`src/rtl/pipe_mem_ctrl_pkg.sv`:
```
// Shared definitions for the pipeline memory controller: arbiter state
// encoding and the pipeline stall vectors (bit0 PC .. bit5 WB).
package pipe_mem_ctrl_pkg;

  typedef enum logic [1:0] {
    ST_IDLE  = 2'd0,
    ST_FETCH = 2'd1,
    ST_DATA  = 2'd2
  } arb_state_e;

  localparam logic [5:0] STALL_NONE = 6'b000000;
  localparam logic [5:0] STALL_IF   = 6'b000011;
  localparam logic [5:0] STALL_ID   = 6'b000111;
  localparam logic [5:0] STALL_EX   = 6'b001111;
  localparam logic [5:0] STALL_MEM  = 6'b011111;

  localparam int unsigned WDOG_W = 10;
  localparam logic [WDOG_W-1:0] WDOG_MAX = '1;

endpackage

```
`src/rtl/pipe_mem_ctrl_bus_watchdog.sv`:
```
// Bus watchdog: counts cycles an access waits for ram_ack and raises a
// sticky error once the wait reaches the saturation value.
module bus_watchdog
  import pipe_mem_ctrl_pkg::*;
(
  input  logic clk,
  input  logic rst,
  input  logic i_busy,
  input  logic i_ack,
  output logic o_bus_err
);

  logic [WDOG_W-1:0] r_cnt;
  logic [WDOG_W-1:0] w_cnt_nxt;
  logic              r_bus_err;

  // Next wait count: clear when idle or acked, otherwise saturating increment.
  always_comb begin
    w_cnt_nxt = '0;
    if (i_busy && !i_ack) begin
      w_cnt_nxt = (r_cnt == WDOG_MAX) ? WDOG_MAX : r_cnt + 1'b1;
    end
  end

  // Counter and sticky error flag; only reset clears the flag.
  always_ff @(posedge clk) begin
    if (rst) begin
      r_cnt     <= '0;
      r_bus_err <= 1'b0;
    end else begin
      r_cnt <= w_cnt_nxt;
      if (w_cnt_nxt == WDOG_MAX) begin
        r_bus_err <= 1'b1;
      end
    end
  end

  assign o_bus_err = r_bus_err;

endmodule

```
`src/rtl/pipe_mem_ctrl.sv`:
```
// Arbitrates a single RAM port between instruction fetch and data memory
// access, and produces the pipeline stall/flush controls.
module pipe_mem_ctrl
  import pipe_mem_ctrl_pkg::*;
(
  input  logic        clk,
  input  logic        rst,
  input  logic        if_req,
  input  logic [31:0] if_addr,
  output logic [31:0] if_rdata,
  output logic        if_valid,
  input  logic        mem_req,
  input  logic        mem_we,
  input  logic [31:0] mem_addr,
  input  logic [31:0] mem_wdata,
  input  logic [3:0]  mem_sel,
  output logic [31:0] mem_rdata,
  output logic        mem_valid,
  output logic        ram_req,
  output logic        ram_we,
  output logic [31:0] ram_addr,
  output logic [31:0] ram_wdata,
  output logic [3:0]  ram_sel,
  input  logic [31:0] ram_rdata,
  input  logic        ram_ack,
  input  logic        stallreq_id,
  input  logic        stallreq_ex,
  input  logic        flush_req,
  output logic [5:0]  stall,
  output logic        flush,
  output logic        bus_err
);

  arb_state_e  r_state;
  arb_state_e  w_state_nxt;
  logic        r_if_discard;
  logic        r_we;
  logic [31:0] r_addr;
  logic [31:0] r_wdata;
  logic [3:0]  r_sel;
  logic        w_busy;
  logic        w_fetch_ack;
  logic        w_data_ack;
  logic        w_discard_now;
  logic        w_mem_pending;
  logic        w_if_pending;

  assign w_busy      = (r_state == ST_FETCH) || (r_state == ST_DATA);
  assign w_fetch_ack = (r_state == ST_FETCH) && ram_ack;
  assign w_data_ack  = (r_state == ST_DATA) && ram_ack;
  // A flush or a dropped request in this very cycle also kills the fetch result.
  assign w_discard_now = r_if_discard ||
                         ((r_state == ST_FETCH) && (flush_req || !if_req));

  // Arbiter state register.
  always_ff @(posedge clk) begin
    if (rst) begin
      r_state <= ST_IDLE;
    end else begin
      r_state <= w_state_nxt;
    end
  end

  // Arbiter next state: data access wins over fetch when both request.
  always_comb begin
    w_state_nxt = r_state;
    case (r_state)
      ST_IDLE: begin
        if (mem_req) begin
          w_state_nxt = ST_DATA;
        end else if (if_req) begin
          w_state_nxt = ST_FETCH;
        end
      end
      ST_FETCH: if (ram_ack) w_state_nxt = ST_IDLE;
      ST_DATA:  if (ram_ack) w_state_nxt = ST_IDLE;
      default:  w_state_nxt = ST_IDLE;
    endcase
  end

  // Capture the granted request on leaving IDLE; held until the ack.
  always_ff @(posedge clk) begin
    if (rst) begin
      r_we    <= 1'b0;
      r_addr  <= '0;
      r_wdata <= '0;
      r_sel   <= '0;
    end else if (r_state == ST_IDLE) begin
      if (mem_req) begin
        r_we    <= mem_we;
        r_addr  <= mem_addr;
        r_wdata <= mem_wdata;
        r_sel   <= mem_sel;
      end else if (if_req) begin
        r_we    <= 1'b0;
        r_addr  <= if_addr;
        r_wdata <= '0;
        r_sel   <= 4'hF;
      end
    end
  end

  // Discard marker for an in-flight fetch that was flushed or abandoned.
  always_ff @(posedge clk) begin
    if (rst) begin
      r_if_discard <= 1'b0;
    end else if (r_state == ST_FETCH) begin
      if (ram_ack) begin
        r_if_discard <= 1'b0;
      end else if (flush_req || !if_req) begin
        r_if_discard <= 1'b1;
      end
    end else begin
      r_if_discard <= 1'b0;
    end
  end

  assign ram_req   = w_busy && !rst;
  assign ram_we    = (r_state == ST_DATA) && r_we;
  assign ram_addr  = r_addr;
  assign ram_wdata = r_wdata;
  assign ram_sel   = r_sel;

  assign if_valid  = w_fetch_ack && !w_discard_now && !rst;
  assign if_rdata  = if_valid ? ram_rdata : 32'h0000_0000;
  assign mem_valid = w_data_ack && !rst;
  assign mem_rdata = mem_valid ? ram_rdata : 32'h0000_0000;

  assign w_mem_pending = mem_req && !w_data_ack;
  assign w_if_pending  = if_req && !w_fetch_ack && !r_if_discard;
  assign flush         = flush_req && !rst;

  // Stall priority encoder; a flush overrides every stall source.
  always_comb begin
    stall = STALL_NONE;
    if (!rst && !flush_req) begin
      if (w_mem_pending) begin
        stall = STALL_MEM;
      end else if (stallreq_ex) begin
        stall = STALL_EX;
      end else if (stallreq_id) begin
        stall = STALL_ID;
      end else if (w_if_pending) begin
        stall = STALL_IF;
      end
    end
  end

  bus_watchdog u_bus_watchdog (
    .clk       (clk),
    .rst       (rst),
    .i_busy    (w_busy),
    .i_ack     (ram_ack),
    .o_bus_err (bus_err)
  );

endmodule

```
`config.mk`:
```
export PLATFORM = sky130hd
export DESIGN_NAME = pipe_mem_ctrl
export DESIGN_NICKNAME = d
export VERILOG_FILES = /design/src/rtl/pipe_mem_ctrl_pkg.sv /design/src/rtl/pipe_mem_ctrl_bus_watchdog.sv /design/src/rtl/pipe_mem_ctrl.sv
export SDC_FILE = /design/constraint.sdc
export NUM_CORES = 1
export LEC_CHECK = 0
export CORE_AREA = 2 2 112 114
export CTS_CLUSTER_DIAMETER = 30
export DETAILED_ROUTE_END_ITERATION = 6
export DIE_AREA = 0 0 114 116
export GPL_ROUTABILITY_DRIVEN = 0
export HOLD_SLACK_MARGIN = 0.08
export PLACE_DENSITY = 0.76
export RECOVER_POWER = 50
export SYNTH_ARGS = -nofsm -noshare
export SYNTH_HDL_FRONTEND = slang
export SYNTH_SLANG_ARGS = --single-unit
```
`constraint.sdc`:
```
create_clock -name clk -period 3.7 [get_ports clk]
set_input_delay 0.37 -clock clk [delete_from_list [all_inputs] [get_ports clk]]
set_output_delay 0.37 -clock clk [all_outputs]
set_load 0.005 [all_outputs]
```
==> results of run 1 <==
cells in the mapped netlist:
| cell type | n |
|---|---|
| o21a_1 | 1 |
| nand2b_1 | 3 |
| nor4b_1 | 1 |
| and4_2 | 1 |
| nand4_1 | 1 |
| conb_1 | 1 |
| a41oi_1 | 1 |
| or3_1 | 1 |
| clkbuf_1 | 26 |
| and3_1 | 1 |
| nand4_2 | 1 |
| nor2b_1 | 2 |
| ha_1 | 4 |
| buf_2 | 5 |
| buf_6 | 1 |
| a22oi_1 | 33 |
| and2_1 | 66 |
| nand2b_2 | 1 |
| o221a_2 | 4 |
| buf_4 | 2 |
| a211oi_1 | 33 |
| inv_1 | 8 |
| o221ai_1 | 1 |
| nand4b_1 | 1 |
| o21ai_0 | 3 |
| dfxtp_1 | 83 |
| a41o_1 | 1 |
| xor2_1 | 2 |
| a32o_1 | 1 |
| o21ai_1 | 1 |
| nor3_1 | 5 |
| nor3b_1 | 1 |
| nand3_1 | 7 |
| nor3_2 | 1 |
| mux2i_1 | 33 |
| nor2_1 | 73 |
| nand2_1 | 8 |
| a21oi_1 | 11 |
| o31a_1 | 1 |
| buf_1 | 3 |
| xnor2_1 | 2 |
| a21boi_0 | 2 |
kinds of logic after synthesis:
logic type	synth area share
other	0.000974
adder cells (fa/ha/maj)	0.0130
XOR/XNOR	0.00910
buffers and inverters	0.0494
flip-flops	0.432
multiplexers	0.0858
AO/OA/AOI/OAI	0.178
AND/OR/NAND/NOR	0.232
final cells by class:
class	count	area (um^2)	share of cell area
clock buffer	9	225	0.0319
inverter	8	30.0	0.00425
clock inverter	7	93.8	0.0133
timing repair buffer	291	2880	0.407
tap	147	184	0.0260
sequential	83	1660	0.235
multi-input combinational	309	2000	0.283
critical path: stages:
cell	delay (ns)
clkbuf_1	0.12
clkbuf_2	1.12
nor2b_1	0.10
clkdlybuf4s50_1	0.55
sequential cells by signal, summed over array words and instances (netlist names):
name,cells
ram_addr,32
ram_wdata,32
u_bus_watchdog.r_cnt,10
ram_sel,4
r_state,2
r_if_discard,1
r_we,1
u_bus_watchdog.o_bus_err,1
worst max path at each step:
stage / end / slack, ns
2_1_floorplan: if_rdata[22] / 1.93
3_3_place_gp: if_rdata[0] / 1.18
3_5_place_dp: if_rdata[24] / 1.12
4_1_cts: if_rdata[24] / 1.10
5_1_grt: stall[3] / 0.83
6_report: ram_req / 1.04
power by group through the flow:
stage	registers [W]	logic [W]	clock network (W)
floorplan	0.00105	0.000238	0
global placement	0.00104	0.000638	0
detailed placement	0.00104	0.000647	0
CTS	0.00102	0.000650	0.000974
global route	0.00103	0.000670	0.00101
finish	0.00102	0.000611	0.000941
routing by layer:
layer  routed length [um]  vias to the layer above
met2                 6650                      148
met4                  174                        0
met3                 1100                       16
met5                    0                        -
li1                     -                     2059
met1                 5480                     1927
metrics by stage:
stage	power (W)	cells	hold slack (ns)
floorplan	0.00128	437	0.447
global placement	0.00168	838	0.464
detailed placement	0.00169	838	0.475
CTS	0.00265	854	0.473
global route	0.00271	854	0.495
finish	0.00257	854	0.485
==> results.json, run 1 <==
{
  "fp-row-count": 40,
  "synth-seq-cells": 83,
  "grt_busiest_layer": "met2",
  "critPathMaxFanout": 72,
  "grt_setup_unrepaired": "false",
  "core_mm2": 0.0119,
  "final_common_cell": "clkdlybuf4s50_1",
  "worst_ep_required_time_ns": 3.33,
  "grt_pass1_vias": 4128,
  "syn-instance-count": 437,
  "tns_ns": 0,
  "numCtsBuffers": 9,
  "status": "finished with violations",
  "first_pass_iters": 4,
  "synth_warnings": 0,
  "syn_avg_cell_area_um2": 8.81,
  "ioPinCount": 285,
  "clk_path_buf_depth": 2,
  "nets": 847,
  "ant_nets": 0,
  "die_area_mm2": 0.0132,
  "worstMarginPinSlew_ns": 1.50,
  "nFillCells": 1061,
  "dpl_worst_slack_ns": 1.12,
  "dr_total_vias": 4150,
  "design_area_mm2": 0.00707,
  "slew_violations": 0,
  "combinationalPowerShare": 0.238,
  "max-slew-margin-rel": 0.00128,
  "synth_top_cell_area_share": 0.432,
  "grt_first_pass_wirelength_um": 20700,
  "critical_path_class": "in -> out",
  "fmax_mhz": 377,
  "post-route-min-period_ns": 2.66,
  "drt-initial-drc-count": 184,
  "use_met2": 0.330,
  "dp_hpwl_um": 10600,
  "fin_worst_skew_ns": 0.00695,
  "hold_end": "u_bus_watchdog.o_bus_err$_SDFFE_PP0N_",
  "start_util": 0.323,
  "drive_gt1_frac": 0.0467,
  "timing.rr.start": "r_state[0]$_SDFFE_PP0P_",
  "startpoint": "rst",
  "grt_max_degree": 73,
  "diodes": 0,
  "failed_checks": "capacitance limit",
  "hold_viol_final": 0,
  "power_leakage_nw": 2.87,
  "clk_pin_slew_ns": 0.06,
  "cts_setup_buffers": 0,
  "numClockSinks": 83,
  "use_met1": 0.235,
  "r2r_end": "ram_wdata[15]$_SDFFE_PP0P_",
  "yosysUniqueCellTypes": 42,
  "wl_per_cell_um": 15.7,
  "ctsHoldBuffers": 0,
  "hold_start": "u_bus_watchdog.o_bus_err$_SDFFE_PP0N_",
  "seq_area_frac_synth": 0.432,
  "irDropWorstVdd_v": 0.000273,
  "mostFrequentLayoutCells": "clkdlybuf4s50_1 (211), dfxtp_1 (83), nor2_1 (73)",
  "worst_setup_path_start_kind": "primary input",
  "min_path_cells": 1,
  "clkPwrFrac": 0.366,
  "drc": 0,
  "critPathCaptureType": "primary output",
  "cts_resized": 0,
  "die_w_um": 114,
  "timing.final.ws_setup_ns": 1.04,
  "r2r_cells": 6,
  "yosys-top-cells-area": "dfxtp_1 (43%), and2_1 (11%), mux2i_1 (8.6%)",
  "powerDensity_mw_per_mm2": 364,
  "overflow": 0,
  "swShare": 0.269,
  "grt_usage": 0.194,
  "clock_latency_ns": 0.33,
  "routed_wl_um": 13400,
  "port_buffers": 283,
  "p_seq_frac": 0.396,
  "syn2layout_area_growth_pct": 83.7,
  "die_y_um": 116,
  "placed_area_mm2": 0.00676,
  "syn-cell-area_mm2": 0.00385,
  "crit_arrival_ns": 2.29,
  "setup_violations": 0,
  "r2r_slack_ns": 1.27,
  "antenna_found_initial": 0,
  "post-route-period-util": 0.718,
  "final_core_util": 0.593,
  "hold_path_class": "reg -> reg",
  "intPower_w": 0.00188,
  "syn_nets": 582,
  "met3_usage": 0.0628,
  "cts_tree": "done",
  "vias_per_cell": 4.86,
  "drv_cap": 1,
  "htreeDepth": 3,
  "root_buffer": "clkbuf_16",
  "yosysTopAreaCell": "dfxtp_1",
  "switchingPower_w": 0.000691
}
Power figures use the tool's default switching activity.
==> inputs of run 2 (changes only) <==
--- a/config.mk
+++ b/config.mk
@@ -5,13 +5,13 @@
 export SDC_FILE = /design/constraint.sdc
 export NUM_CORES = 1
 export LEC_CHECK = 0
-export CORE_AREA = 2 2 112 114
+export CORE_MARGIN = 2
+export CORE_UTILIZATION = 31
 export CTS_CLUSTER_DIAMETER = 30
 export DETAILED_ROUTE_END_ITERATION = 6
-export DIE_AREA = 0 0 114 116
 export GPL_ROUTABILITY_DRIVEN = 0
 export HOLD_SLACK_MARGIN = 0.08
-export PLACE_DENSITY = 0.76
+export PLACE_DENSITY = 0.77
 export RECOVER_POWER = 50
 export SYNTH_ARGS = -nofsm -noshare
 export SYNTH_HDL_FRONTEND = slang
==> constraint.sdc (replaced) <==
create_clock -name clk -period 2.15 [get_ports clk]
set_input_delay 0.215 -clock clk [delete_from_list [all_inputs] [get_ports clk]]
set_output_delay 0.215 -clock clk [all_outputs]
set_load 0.005 [all_outputs]
==> results.json, run 2 (synthesized netlist as in run 1, its figures left out) <==
{
  "status": "finished clean",
  "clock_latency_ns": 0.33,
  "fp-row-count": 40,
  "start_util": 0.319,
  "hold_viol_final": 0,
  "crit_arrival_ns": 1.91,
  "die_w_um": 115,
  "clkPwrFrac": 0.343,
  "first_pass_iters": 4,
  "ctsHoldBuffers": 0,
  "final_common_cell": "clkdlybuf4s50_1",
  "mostFrequentLayoutCells": "clkdlybuf4s50_1 (155), dfxtp_1 (81), nor2_1 (70)",
  "nets": 859,
  "numClockSinks": 83,
  "power_leakage_nw": 4.05,
  "intPower_w": 0.00322,
  "cts_tree": "done",
  "post-route-min-period_ns": 2.13,
  "setup_violations": 0,
  "combinationalPowerShare": 0.252,
  "hold_path_class": "in -> reg",
  "max-slew-margin-rel": 0.638,
  "irDropWorstVdd_v": 0.000373,
  "die_area_mm2": 0.0133,
  "swShare": 0.256,
  "tns_ns": 0,
  "worst_ep_required_time_ns": 1.93,
  "drt-initial-drc-count": 169,
  "critical_path_class": "reg -> out",
  "drc": 0,
  "critPathMaxFanout": 5,
  "timing.final.ws_setup_ns": 0.0206,
  "wl_per_cell_um": 16.0,
  "grt_max_degree": 62,
  "syn2layout_area_growth_pct": 93.2,
  "overflow": 0,
  "dr_total_vias": 4197,
  "placed_area_mm2": 0.00685,
  "routed_wl_um": 14200,
  "fmax_mhz": 470,
  "vias_per_cell": 4.74,
  "place_inst": 863,
  "drv_cap": 0,
  "powerDensity_mw_per_mm2": 583,
  "clk_path_buf_depth": 2,
  "grt_pass1_vias": 4003,
  "p_seq_frac": 0.405,
  "slew_violations": 0,
  "worstMarginPinSlew_ns": 0.543,
  "diodes": 0,
  "port_buffers": 283,
  "numCtsBuffers": 9,
  "core_mm2": 0.0121,
  "die_y_um": 115,
  "ant_nets": 0,
  "post-route-period-util": 0.990,
  "switchingPower_w": 0.00111,
  "ioPinCount": 285,
  "fin_worst_skew_ns": 0.0150,
  "grt_first_pass_wirelength_um": 20100,
  "drive_gt1_frac": 0.0822,
  "grt_usage": 0.190,
  "antenna_found_initial": 0,
  "root_buffer": "clkbuf_16",
  "fin_cells": 886,
  "design_area_mm2": 0.00744,
  "worst_setup_path_start_kind": "flop",
  "critPathCaptureType": "primary output",
  "htreeDepth": 3,
  "clk_pin_slew_ns": 0.05,
  "dpl_worst_slack_ns": -0.0561,
  "nFillCells": 1015,
  "holdWs_ns": 0.337,
  "dp_hpwl_um": 10500
}
-- run 2: per-layer routing --
metal / share of wire / up-vias / GRT usage / routed length [um]
met5: 0 / - / 0 / 0
met4: 0.013 / 0 / 0.0578 / 187
met3: 0.074 / 14 / 0.0607 / 1040
met2: 0.49 / 152 / 0.301 / 6960
met1: 0.42 / 1948 / 0.249 / 5990
li1: - / 2083 / - / -
-- run 2: final timing paths --
kind                                                            start  cells past startpoint                                     to  slack, ns
worst max register to register     u_bus_watchdog.r_cnt[0]$_SDFF_PP0_                      6  u_bus_watchdog.o_bus_err$_SDFFE_PP0N_       0.31
worst max-delay path                          r_state[1]$_SDFFE_PP0P_                      7                           if_rdata[17]       0.02
worst min-delay path                                          mem_req                      3                r_state[0]$_SDFFE_PP0P_       0.34
worst min register to register  u_bus_watchdog.o_bus_err$_SDFFE_PP0N_                      1  u_bus_watchdog.o_bus_err$_SDFFE_PP0N_       0.47
-- run 2: repair_timing --
| item | 4_1_cts | 5_1_grt |
|---|---|---|
| buffers inserted | 0 | 6 |
| pin swaps | 4 | 1 |
| cloned | 0 | 2 |
| gates resized for setup | 15 | 74 |
| setup endpoints to repair | 68 | 60 |
-- run 2: final cells by class --
type / instances / area, um^2 / area share
Timing Repair Buffer: 303 / 3170 / 0.426
Sequential cell: 83 / 1670 / 0.224
Clock buffer: 10 / 229 / 0.0308
Tap cell: 168 / 210 / 0.0283
Clock inverter: 5 / 62.6 / 0.00841
Inverter: 8 / 30.0 / 0.00404
Multi-Input combinational cell: 309 / 2070 / 0.278
-- run 2: critical path, stage by stage, from the launching register on --
cell             delay, ns
dfxtp_2               0.34
inv_2                 0.08
ha_4                  0.13
nand2_2               0.07
nor2_4                0.19
buf_6                 0.15
and2_1                0.14
clkdlybuf4s50_1       0.51
-- run 2: stage by stage --
step                      total power [W]   util
after floorplan                   0.00221      -
after global placement            0.00289  0.568
after detailed placement          0.00292  0.568
after CTS                         0.00443  0.593
after global routing              0.00457  0.617
final                             0.00434  0.617
-- run 2: power groups by stage --
stage	combinational, W	sequential (W)	clock [W]
2_1_floorplan	0.000410	0.00180	0
6_report	0.00109	0.00176	0.00149
4_1_cts	0.00113	0.00176	0.00154
3_3_place_gp	0.00111	0.00179	0
3_5_place_dp	0.00113	0.00179	0
5_1_grt	0.00119	0.00177	0.00160
